`config.mk`:
```
export PLATFORM = sky130hd
export DESIGN_NAME = fx2_tx_scheduler
export DESIGN_NICKNAME = d
export VERILOG_FILES = /design/src/rtl/fx2_tx_scheduler_pkg.sv /design/src/rtl/fx2_tx_scheduler_rr_arbiter.sv /design/src/rtl/fx2_tx_scheduler.sv
export SDC_FILE = /design/constraint.sdc
export NUM_CORES = 1
export LEC_CHECK = 0
export BUFFER_PORTS_ARGS = -buffer_cell sky130_fd_sc_hd__buf_4
export CORE_MARGIN = 2
export CORE_UTILIZATION = 54
export DETAILED_ROUTE_END_ITERATION = 10
export GPL_TIMING_DRIVEN = 0
export PLACE_DENSITY = 0.89
export SYNTH_ARGS = -nofsm -noshare
export SYNTH_HDL_FRONTEND = slang
export SYNTH_HIERARCHICAL = 1
export SYNTH_SLANG_ARGS = --single-unit
export TNS_END_PERCENT = 30
```
`constraint.sdc`:
```
create_clock -name FX2_CLK -period 5.26 [get_ports FX2_CLK]
set_clock_uncertainty 0.1 [all_clocks]
set_input_delay 1.052 -clock FX2_CLK [delete_from_list [all_inputs] [get_ports FX2_CLK]]
set_output_delay 1.052 -clock FX2_CLK [all_outputs]
set_load 0.02 [all_outputs]
```
`src/rtl/fx2_tx_scheduler_pkg.sv`:
```
// Shared types and helpers for the FX2 transmit scheduler.
package fx2_sched_pkg;

  typedef enum logic [0:0] {
    IDLE = 1'b0,
    SEND = 1'b1
  } sched_state_e;

  localparam logic [3:0] TAG_MAGIC = 4'hA;

  // Increment that sticks at all-ones of the given width (width <= 32).
  function automatic logic [31:0] sat_inc(input logic [31:0] cnt, input logic inc,
                                          input int unsigned width);
    logic [32:0] lim;
    lim = (33'd1 << width) - 33'd1;
    if (inc && ({1'b0, cnt} != lim)) begin
      return cnt + 32'd1;
    end else begin
      return cnt;
    end
  endfunction

endpackage

```
`src/rtl/fx2_tx_scheduler_rr_arbiter.sv`:
```
// Combinational round-robin pick: first requester at or after ptr, wrapping.
module rr_arbiter #(
  parameter int N  = 4,
  parameter int IW = $clog2(N)
) (
  input  logic [N-1:0]  req,
  input  logic [IW-1:0] ptr,
  output logic [N-1:0]  grant,
  output logic [IW-1:0] grant_idx,
  output logic          any
);

  logic [IW-1:0] idx_s;

  // Scan from ptr upward; the first hit wins and later hits are ignored.
  always_comb begin
    grant     = {N{1'b0}};
    grant_idx = {IW{1'b0}};
    any       = 1'b0;
    idx_s     = {IW{1'b0}};
    for (int i = 0; i < N; i++) begin
      idx_s = IW'((int'(ptr) + i) % N);
      if (!any && req[idx_s]) begin
        any          = 1'b1;
        grant_idx    = idx_s;
        grant[idx_s] = 1'b1;
      end else begin
        any = any;
      end
    end
  end

endmodule

```
`src/rtl/fx2_tx_scheduler.sv`:
```
// Round-robin serializer of multi-byte records onto the FX2 byte handshake.
// Define SCHED_SRC_TAG_EN to prefix each record with a {4'hA, source} header byte.
module fx2_tx_scheduler #(
  parameter int N_SRC     = 4,
  parameter int REC_BYTES = 4,
  parameter int LEN_W     = 16
) (
  input  logic                           FX2_CLK,
  input  logic                           RESET_N,
  input  logic [N_SRC-1:0]               SRC_REQ,
  input  logic [N_SRC*REC_BYTES*8-1:0]   SRC_DATA,
  output logic [N_SRC-1:0]               SRC_ACK,
  output logic [7:0]                     FPGA_WORD,
  output logic                           FPGA_WORD_AVAILIABLE,
  input  logic                           FPGA_WORD_ACCEPTED,
  input  logic                           REQUEST_LENGTH,
  output logic [LEN_W-1:0]               LENGTH
);

  import fx2_sched_pkg::*;

  localparam int IW  = $clog2(N_SRC);
  localparam int RB8 = REC_BYTES * 8;
`ifdef SCHED_SRC_TAG_EN
  localparam int TOT = REC_BYTES + 1;
`else
  localparam int TOT = REC_BYTES;
`endif
  localparam int TOT8 = TOT * 8;
  localparam int BW   = $clog2(TOT);

  sched_state_e      state_r;
  logic [IW-1:0]     ptr_r;
  logic [TOT8-1:0]   shift_r;
  logic [7:0]        word_r;
  logic              avail_r;
  logic [N_SRC-1:0]  ack_r;
  logic [BW-1:0]     byte_idx_r;
  logic [LEN_W-1:0]  cnt_r;
  logic [LEN_W-1:0]  len_r;

  logic [N_SRC-1:0]  grant_s;
  logic [IW-1:0]     grant_idx_s;
  logic              any_s;
  logic              accepted_s;
  logic              last_s;
  logic              load_s;
  logic [TOT8-1:0]   rec_s;
  logic [LEN_W-1:0]  cnt_next_s;
  logic [IW-1:0]     ptr_next_s;

  rr_arbiter #(.N(N_SRC), .IW(IW)) u_arb (
    .req       (SRC_REQ),
    .ptr       (ptr_r),
    .grant     (grant_s),
    .grant_idx (grant_idx_s),
    .any       (any_s)
  );

  assign accepted_s = avail_r & FPGA_WORD_ACCEPTED;
  assign last_s     = (byte_idx_r == BW'(TOT - 1));
  // A new record is taken either from idle or on the edge the final byte leaves, so no bubble.
  assign load_s     = any_s & ((state_r == IDLE) | ((state_r == SEND) & accepted_s & last_s));
  assign ptr_next_s = (grant_idx_s == IW'(N_SRC - 1)) ? {IW{1'b0}} : grant_idx_s + IW'(1);
  assign cnt_next_s = LEN_W'(sat_inc(32'(cnt_r), accepted_s, LEN_W));

  // Select the granted record, optionally prefixed with its source header.
  always_comb begin
    rec_s = {TOT8{1'b0}};
`ifdef SCHED_SRC_TAG_EN
    rec_s = {TAG_MAGIC, 4'(grant_idx_s), SRC_DATA[grant_idx_s*RB8 +: RB8]};
`else
    rec_s = SRC_DATA[grant_idx_s*RB8 +: RB8];
`endif
  end

  // Scheduler FSM: arbitration, record shift-out and handshake outputs.
  always_ff @(posedge FX2_CLK or negedge RESET_N) begin
    if (!RESET_N) begin
      state_r    <= IDLE;
      ptr_r      <= {IW{1'b0}};
      shift_r    <= {TOT8{1'b0}};
      word_r     <= 8'h00;
      avail_r    <= 1'b0;
      ack_r      <= {N_SRC{1'b0}};
      byte_idx_r <= {BW{1'b0}};
    end else begin
      ack_r <= load_s ? grant_s : {N_SRC{1'b0}};
      if (load_s) begin
        state_r    <= SEND;
        avail_r    <= 1'b1;
        word_r     <= rec_s[TOT8-1 -: 8];
        shift_r    <= {rec_s[TOT8-9:0], 8'h00};
        byte_idx_r <= {BW{1'b0}};
        ptr_r      <= ptr_next_s;
      end else begin
        case (state_r)
          IDLE: begin
            state_r <= IDLE;
            avail_r <= 1'b0;
          end
          SEND: begin
            if (accepted_s && last_s) begin
              state_r <= IDLE;
              avail_r <= 1'b0;
              word_r  <= 8'h00;
            end else if (accepted_s) begin
              word_r     <= shift_r[TOT8-1 -: 8];
              shift_r    <= {shift_r[TOT8-9:0], 8'h00};
              byte_idx_r <= byte_idx_r + BW'(1);
            end else begin
              state_r <= SEND;
            end
          end
          default: begin
            state_r <= IDLE;
            avail_r <= 1'b0;
          end
        endcase
      end
    end
  end

  // Delivered-byte counter and the frozen snapshot handed to the bridge.
  always_ff @(posedge FX2_CLK or negedge RESET_N) begin
    if (!RESET_N) begin
      cnt_r <= {LEN_W{1'b0}};
      len_r <= {LEN_W{1'b0}};
    end else if (REQUEST_LENGTH) begin
      len_r <= cnt_next_s;
      cnt_r <= {LEN_W{1'b0}};
    end else begin
      cnt_r <= cnt_next_s;
    end
  end

  assign SRC_ACK              = ack_r;
  assign FPGA_WORD            = word_r;
  assign FPGA_WORD_AVAILIABLE = avail_r;
  assign LENGTH               = len_r;

endmodule

```
==> results of run 1 <==
power by group:
| part | switching (uW) | internal (uW) | total [uW] |
|---|---|---|---|
| registers | 93.4 | 686 | 779 |
| clock network | 213 | 325 | 538 |
| logic | 856 | 872 | 1730 |
placed cells by master, fill, tap and decap left out, types with 3 or more instances in the layout:
cell type	instances
a21oi_1	21
clkbuf_8	10
o31ai_1	8
nor3_1	5
inv_1	9
nor2_1	22
mux2_2	5
buf_4	163
nand3_1	3
or4_1	4
buf_2	5
nand2_1	34
mux4_2	34
a31oi_1	10
a22o_1	11
and2_1	5
nand4_1	6
bufinv_16	3
a22oi_1	16
o21ai_0	34
mux2i_1	18
buf_6	3
ha_1	8
dfrtp_1	74
or3_1	5
clkbuf_1	15
metal layers:
layer / vias to the layer above / track usage / wire length (um)
li1: 1879 / - / -
met1: 1976 / 0.331 / 4670
met2: 202 / 0.528 / 7110
met3: 42 / 0.0585 / 880
met4: 0 / 0.135 / 405
met5: - / 0 / 0
final timing paths:
| check | depth (start not counted) | slack (ps) | endpoint |
|---|---|---|---|
| min reg2reg | 2 | 390 | shift_r[16] |
| min in group asynchronous | 1 | 710 | cnt_r[3] |
| min | 2 | 390 | shift_r[16] |
| max | 10 | 1330 | shift_r[28] |
| max in group asynchronous | 1 | 3750 | LENGTH[2] |
| max reg2reg | 10 | 1330 | shift_r[28] |
state kept, by name, summed over array words and instances, names as in the netlist:
signal and flops:
SRC_ACK 4, FPGA_WORD_AVAILIABLE 1, byte_idx_r 2, ptr_r 2, FPGA_WORD 8, cnt_r 16
shift_r 24, LENGTH 16, state_r 1
critical path, stage by stage, from the launching register on:
cell and delay, ps:
dfrtp_1 520, inv_1 160, ha_1 380, mux4_2 320
buf_6 160, o311ai_0 460, a32o_1 410, buf_1 560
mux4_2 430, mux2i_1 180, o21ai_0 100
cell type report:
cell class,instances,area [um^2]
Buffer,27,144
Clock buffer,10,138
Clock inverter,5,103
Fill cell,529,2060
Inverter,9,33.8
Multi-Input combinational cell,285,2450
Sequential cell,74,1850
Tap cell,105,131
Timing Repair Buffer,163,1220
logic make-up after synthesis:
group | after synthesis | share of synthesized area
AOI/OAI and AO/OA | 111 | 0.158
xor gates and xnor gates | 1 | 0.00196
adders and majority gates | 8 | 0.0224
buffers and inverters | 36 | 0.0397
DFF | 74 | 0.414
muxes | 59 | 0.236
and+or+nand+nor | 106 | 0.128
per-stage QoR:
step | setup WS [ps] | hold WS [ps] | total power (uW)
after floorplan | 1610 | 349 | 2030
after global placement | 1090 | 361 | 2430
after detailed placement | 999 | 371 | 2510
after CTS | 1320 | 387 | 3040
after global routing | 969 | 405 | 3210
final | 1330 | 388 | 3040
==> impl_metrics.env, run 1 <==
export IMPL_synth_edff_count=0
export IMPL_cts_sinks=74
export IMPL_min_period_ps=3930
export IMPL_synth_main_ff_cell="dfrtp_1"
export IMPL_initial_core_util=0.550
export IMPL_first_global_vias=4285
export IMPL_max_slew_margin=0.394
export IMPL_diodes=0
export IMPL_fmax_ghz=0.254
export IMPL_slew_violations=0
export IMPL_synth_top_area_frac=0.414
export IMPL_critPathLaunch="ptr_r[1]"
export IMPL_cp_max_fo=10
export IMPL_clk_pin_slew_ps=80
export IMPL_wire_per_inst_um=19.3
export IMPL_fp_coreArea_mm2=0.00813
export IMPL_drc=0
export IMPL_post_cts_buffers=0
export IMPL_placed_area_mm2=0.00583
export IMPL_finalSetupViolations=0
export IMPL_place_hpwl_um=10300
export IMPL_wl_um=13100
export IMPL_synth_avg_cell_area_um2=11.3
export IMPL_syn_inst=395
export IMPL_finalSetupTns_ps=0
export IMPL_status="complete, no violations"
export IMPL_io_pins=165
export IMPL_grt_total_usage=0.292
export IMPL_yosys_register_bits=74
export IMPL_tritoncts="built"
export IMPL_drive_gt1_frac=0.414
export IMPL_cts_inserted_buffers=9
export IMPL_async_reset_ff_frac=1.00
export IMPL_ys_seq_area_frac=0.414
export IMPL_synth_nets=539
export IMPL_ir_worst_vdd_v=0.000356
export IMPL_r2r_start="ptr_r[1]"
export IMPL_synth_commonest_cells="dfrtp_1 (74), mux4_2 (34), nand2_1 (34), o21ai_0 (34), nor2_1 (22)"
export IMPL_cp_start_kind="register"
export IMPL_rows=33
export IMPL_ctsResizeCount=0
export IMPL_fin_cells=678
export IMPL_antenna_found_initial=0
export IMPL_synth_distinct_cells=52
export IMPL_design_area_mm2=0.00607
export IMPL_cts_buffer_depth=2
export IMPL_dpl_cell_count=663
export IMPL_period_share=0.748
export IMPL_dr_pass1_iters=6
export IMPL_synth_area_leaders="dfrtp_1 (41%), mux4_2 (17%), mux2i_1 (4.0%)"
export IMPL_htreeDepth=3
export IMPL_final_util=0.747
export IMPL_crit_arrival_ps=4060
export IMPL_drv_cap=0
export IMPL_leakagePower_uw=0.00272
export IMPL_vias_per_cell=6.05
export IMPL_critPathCaptureType="register"
export IMPL_yosysMostFrequentCell="dfrtp_1"
export IMPL_timing_hold_violations_final=0
export IMPL_netlist_area_mm2=0.00448
export IMPL_tightest_slew_ps=909
export IMPL_hp_class="register to register"
export IMPL_die_area_mm2=0.00903
export IMPL_critPathRequiredTime_ps=5390
export IMPL_synth_area_leader_cell="dfrtp_1"
export IMPL_min_from="shift_r[16]"
export IMPL_clockRootBuffer="clkbuf_8"
export IMPL_drt_iter0_drc=216
export IMPL_fp_dieW_um=95.1
export IMPL_routabilityCongestion=0.919
export IMPL_grt_overflow_total=0
export IMPL_path_class="register to register"
export IMPL_syn_to_final_growth_pct=35.6
export IMPL_dr_total_vias=4099
export IMPL_portBuffers=163
export IMPL_ctsHoldBuffers=0
export IMPL_grt_max_degree=75
export IMPL_clock_latency_ps=350
export IMPL_fp_dieH_um=95.1
export IMPL_rsz0062_at_grt="false"
export IMPL_drt_antenna_violating_nets=0
export IMPL_nets=713
export IMPL_grt_pass1_wl_um=20100
export IMPL_power_density_mw_per_mm2=501
export IMPL_synth_warnings=6
No activity file was read; power rests on OpenSTA's default activity.
==> run 2, diff against run 1 <==
--- a/config.mk
+++ b/config.mk
@@ -7,10 +7,10 @@
 export LEC_CHECK = 0
 export BUFFER_PORTS_ARGS = -buffer_cell sky130_fd_sc_hd__buf_4
 export CORE_MARGIN = 2
-export CORE_UTILIZATION = 54
+export CORE_UTILIZATION = 45
 export DETAILED_ROUTE_END_ITERATION = 10
 export GPL_TIMING_DRIVEN = 0
-export PLACE_DENSITY = 0.89
+export PLACE_DENSITY = 0.8
 export SYNTH_ARGS = -nofsm -noshare
 export SYNTH_HDL_FRONTEND = slang
 export SYNTH_HIERARCHICAL = 1
==> constraint.sdc (replaced) <==
create_clock -name FX2_CLK -period 3.6 [get_ports FX2_CLK]
set_clock_uncertainty 0.1 [all_clocks]
set_input_delay 0.72 -clock FX2_CLK [delete_from_list [all_inputs] [get_ports FX2_CLK]]
set_output_delay 0.72 -clock FX2_CLK [all_outputs]
set_load 0.02 [all_outputs]
==> impl_metrics.env, run 2 (synthesized netlist as in run 1, its figures left out) <==
export IMPL_drt_antenna_violating_nets=0
export IMPL_initial_core_util=0.460
export IMPL_r2r_end="shift_r[30]"
export IMPL_hold_depth=2
export IMPL_cp_start_kind="register"
export IMPL_fp_dieH_um=104
export IMPL_multi_input_comb_area_mm2=0.00246
export IMPL_finalSetupTns_ps=0
export IMPL_grt_total_usage=0.235
export IMPL_grt_max_degree=75
export IMPL_tightest_slew_ps=961
export IMPL_final_common_cell="buf_4"
export IMPL_cts_inserted_buffers=9
export IMPL_wl_um=12400
export IMPL_min_from="shift_r[16]"
export IMPL_fill_cells=769
export IMPL_nets=717
export IMPL_io_pins=165
export IMPL_hold_worst_slack_ps=384
export IMPL_first_global_vias=4173
export IMPL_diodes=0
export IMPL_seq_area_mm2=0.00185
export IMPL_syn_to_final_growth_pct=37.5
export IMPL_slew_violations=0
export IMPL_vias_per_cell=5.62
export IMPL_fp_coreArea_mm2=0.00973
export IMPL_tritoncts="built"
export IMPL_clockPowerShare=0.152
export IMPL_rows=36
export IMPL_critPathRequiredTime_ps=3710
export IMPL_hp_class="register to register"
export IMPL_regMostFlops="shift_r"
export IMPL_cts_sinks=74
export IMPL_min_to="shift_r[16]"
export IMPL_dr_total_vias=3993
export IMPL_htreeDepth=3
export IMPL_grtUsageMet3=0.0592
export IMPL_drv_cap=0
export IMPL_ir_worst_vdd_v=0.000424
export IMPL_layout_common_cells="buf_4 (168), dfrtp_1 (73), nand2_1 (34), o21ai_0 (34), mux4_2 (34)"
export IMPL_cp_max_fo=10
export IMPL_r2r_start="ptr_r[0]"
export IMPL_path_class="register to register"
export IMPL_finalSetupViolations=0
export IMPL_timing_hold_violations_final=0
export IMPL_power_share_sequential=0.253
export IMPL_ff2ff_path_depth=13
export IMPL_combPwrFrac=0.595
export IMPL_p_sw_uw=1680
export IMPL_portBuffers=163
export IMPL_clk_pin_slew_ps=70
export IMPL_grt_util_met2=0.429
export IMPL_crit_arrival_ps=3600
export IMPL_place_hpwl_um=9940
export IMPL_status="complete, no violations"
export IMPL_fmax_ghz=0.286
export IMPL_globalRouteMet1Util=0.265
export IMPL_min_period_ps=3500
export IMPL_fp_dieW_um=104
export IMPL_critPathCaptureType="register"
export IMPL_power_density_mw_per_mm2=729
export IMPL_power_internal_uw=2800
export IMPL_rrSetupSlack_ps=100
export IMPL_antenna_found_initial=0
export IMPL_busiest_layer="met2"
export IMPL_largest_register_ffs=24
export IMPL_clockRootBuffer="clkbuf_8"
export IMPL_dr_pass1_iters=4
export IMPL_drt_iter0_drc=180
export IMPL_die_area_mm2=0.0108
export IMPL_wire_per_inst_um=17.5
export IMPL_routabilityCongestion=0.850
export IMPL_leakagePower_uw=0.00274
export IMPL_drc=0
export IMPL_netSwitchingFraction=0.375
export IMPL_grt_overflow_total=0
export IMPL_drive_gt1_frac=0.428
export IMPL_cts_buffer_depth=2
export IMPL_clock_latency_ps=350
export IMPL_grt_pass1_wl_um=20100
export IMPL_max_slew_margin=0.354
export IMPL_period_share=0.971
==> run 2: cell count changes in the layout (fill, tap and decap cells not counted), sizes merged <==
| cell | previous run | this run |
|---|---|---|
| buf | 173 | 178 |
| clkinvlp | 1 | 2 |
| bufinv | 3 | 2 |
| clkbuf | 25 | 24 |
==> run 2: worst max path at each step <==
stage,from,end,slack (ps),cells past startpoint
floorplan,ptr_r[0],FPGA_WORD[5],230,13
global placement,SRC_REQ[3],shift_r[30],-330,9
detailed placement,SRC_REQ[3],shift_r[30],-380,9
CTS,ptr_r[0],shift_r[30],8,11
global route,ptr_r[0],shift_r[30],-20,13
finish,ptr_r[0],shift_r[30],100,13
==> run 2: power by group through the flow <==
stage,logic [uW],registers (uW),clock network (uW)
2_1_floorplan,1770,1190,0
3_3_place_gp,2440,1140,0
3_5_place_dp,2510,1150,0
4_1_cts,2580,1130,698
5_1_grt,2890,1150,729
6_report,2670,1140,683
==> run 2: routing by layer <==
layer,wire length (um),vias up
li1,-,1890
met1,4680,1905
met2,6570,172
met3,800,26
met5,0,-
met4,362,0
==> run 2: area by class of cell <==
cell class	count	share of cell area
plain buffers	27	0.0295
clock buffers	10	0.0207
clock inverters	5	0.0130
inverters	9	0.00549
multi-input cells	285	0.400
flip-flops and latches	74	0.301
well taps	133	0.0270
repair buffers	167	0.204
==> run 2: timing repair <==
action	CTS	global route
setup endpoints to repair	30	30
gates resized for setup	9	9
setup buffers	2	2
hold buffers	0	0
==> run 2: through the flow <==
stage          setup WS [ps]  total power, uW  area, um^2  instances   util
4_1_cts                 7.88             4410        6110        708  0.628
3_3_place_gp            -328             3580        5870        691  0.603
6_report                 104             4490        6160        710  0.633
2_1_floorplan            228             2960        4480        395      -
5_1_grt                -23.2             4770        6160        710  0.633
3_5_place_dp            -384             3660        5870        691  0.603
==> run 2: worst max-delay path: stages (launching register included) <==
cell     delay (ps)
dfrtp_1         400
buf_6           170
inv_1           110
ha_4            300
mux4_2          300
buf_6           160
and2b_2         250
o21ai_0         110
o31ai_1         170
buf_4           260
buf_8           170
mux4_2          550
mux2i_1         200
o21ai_0         110
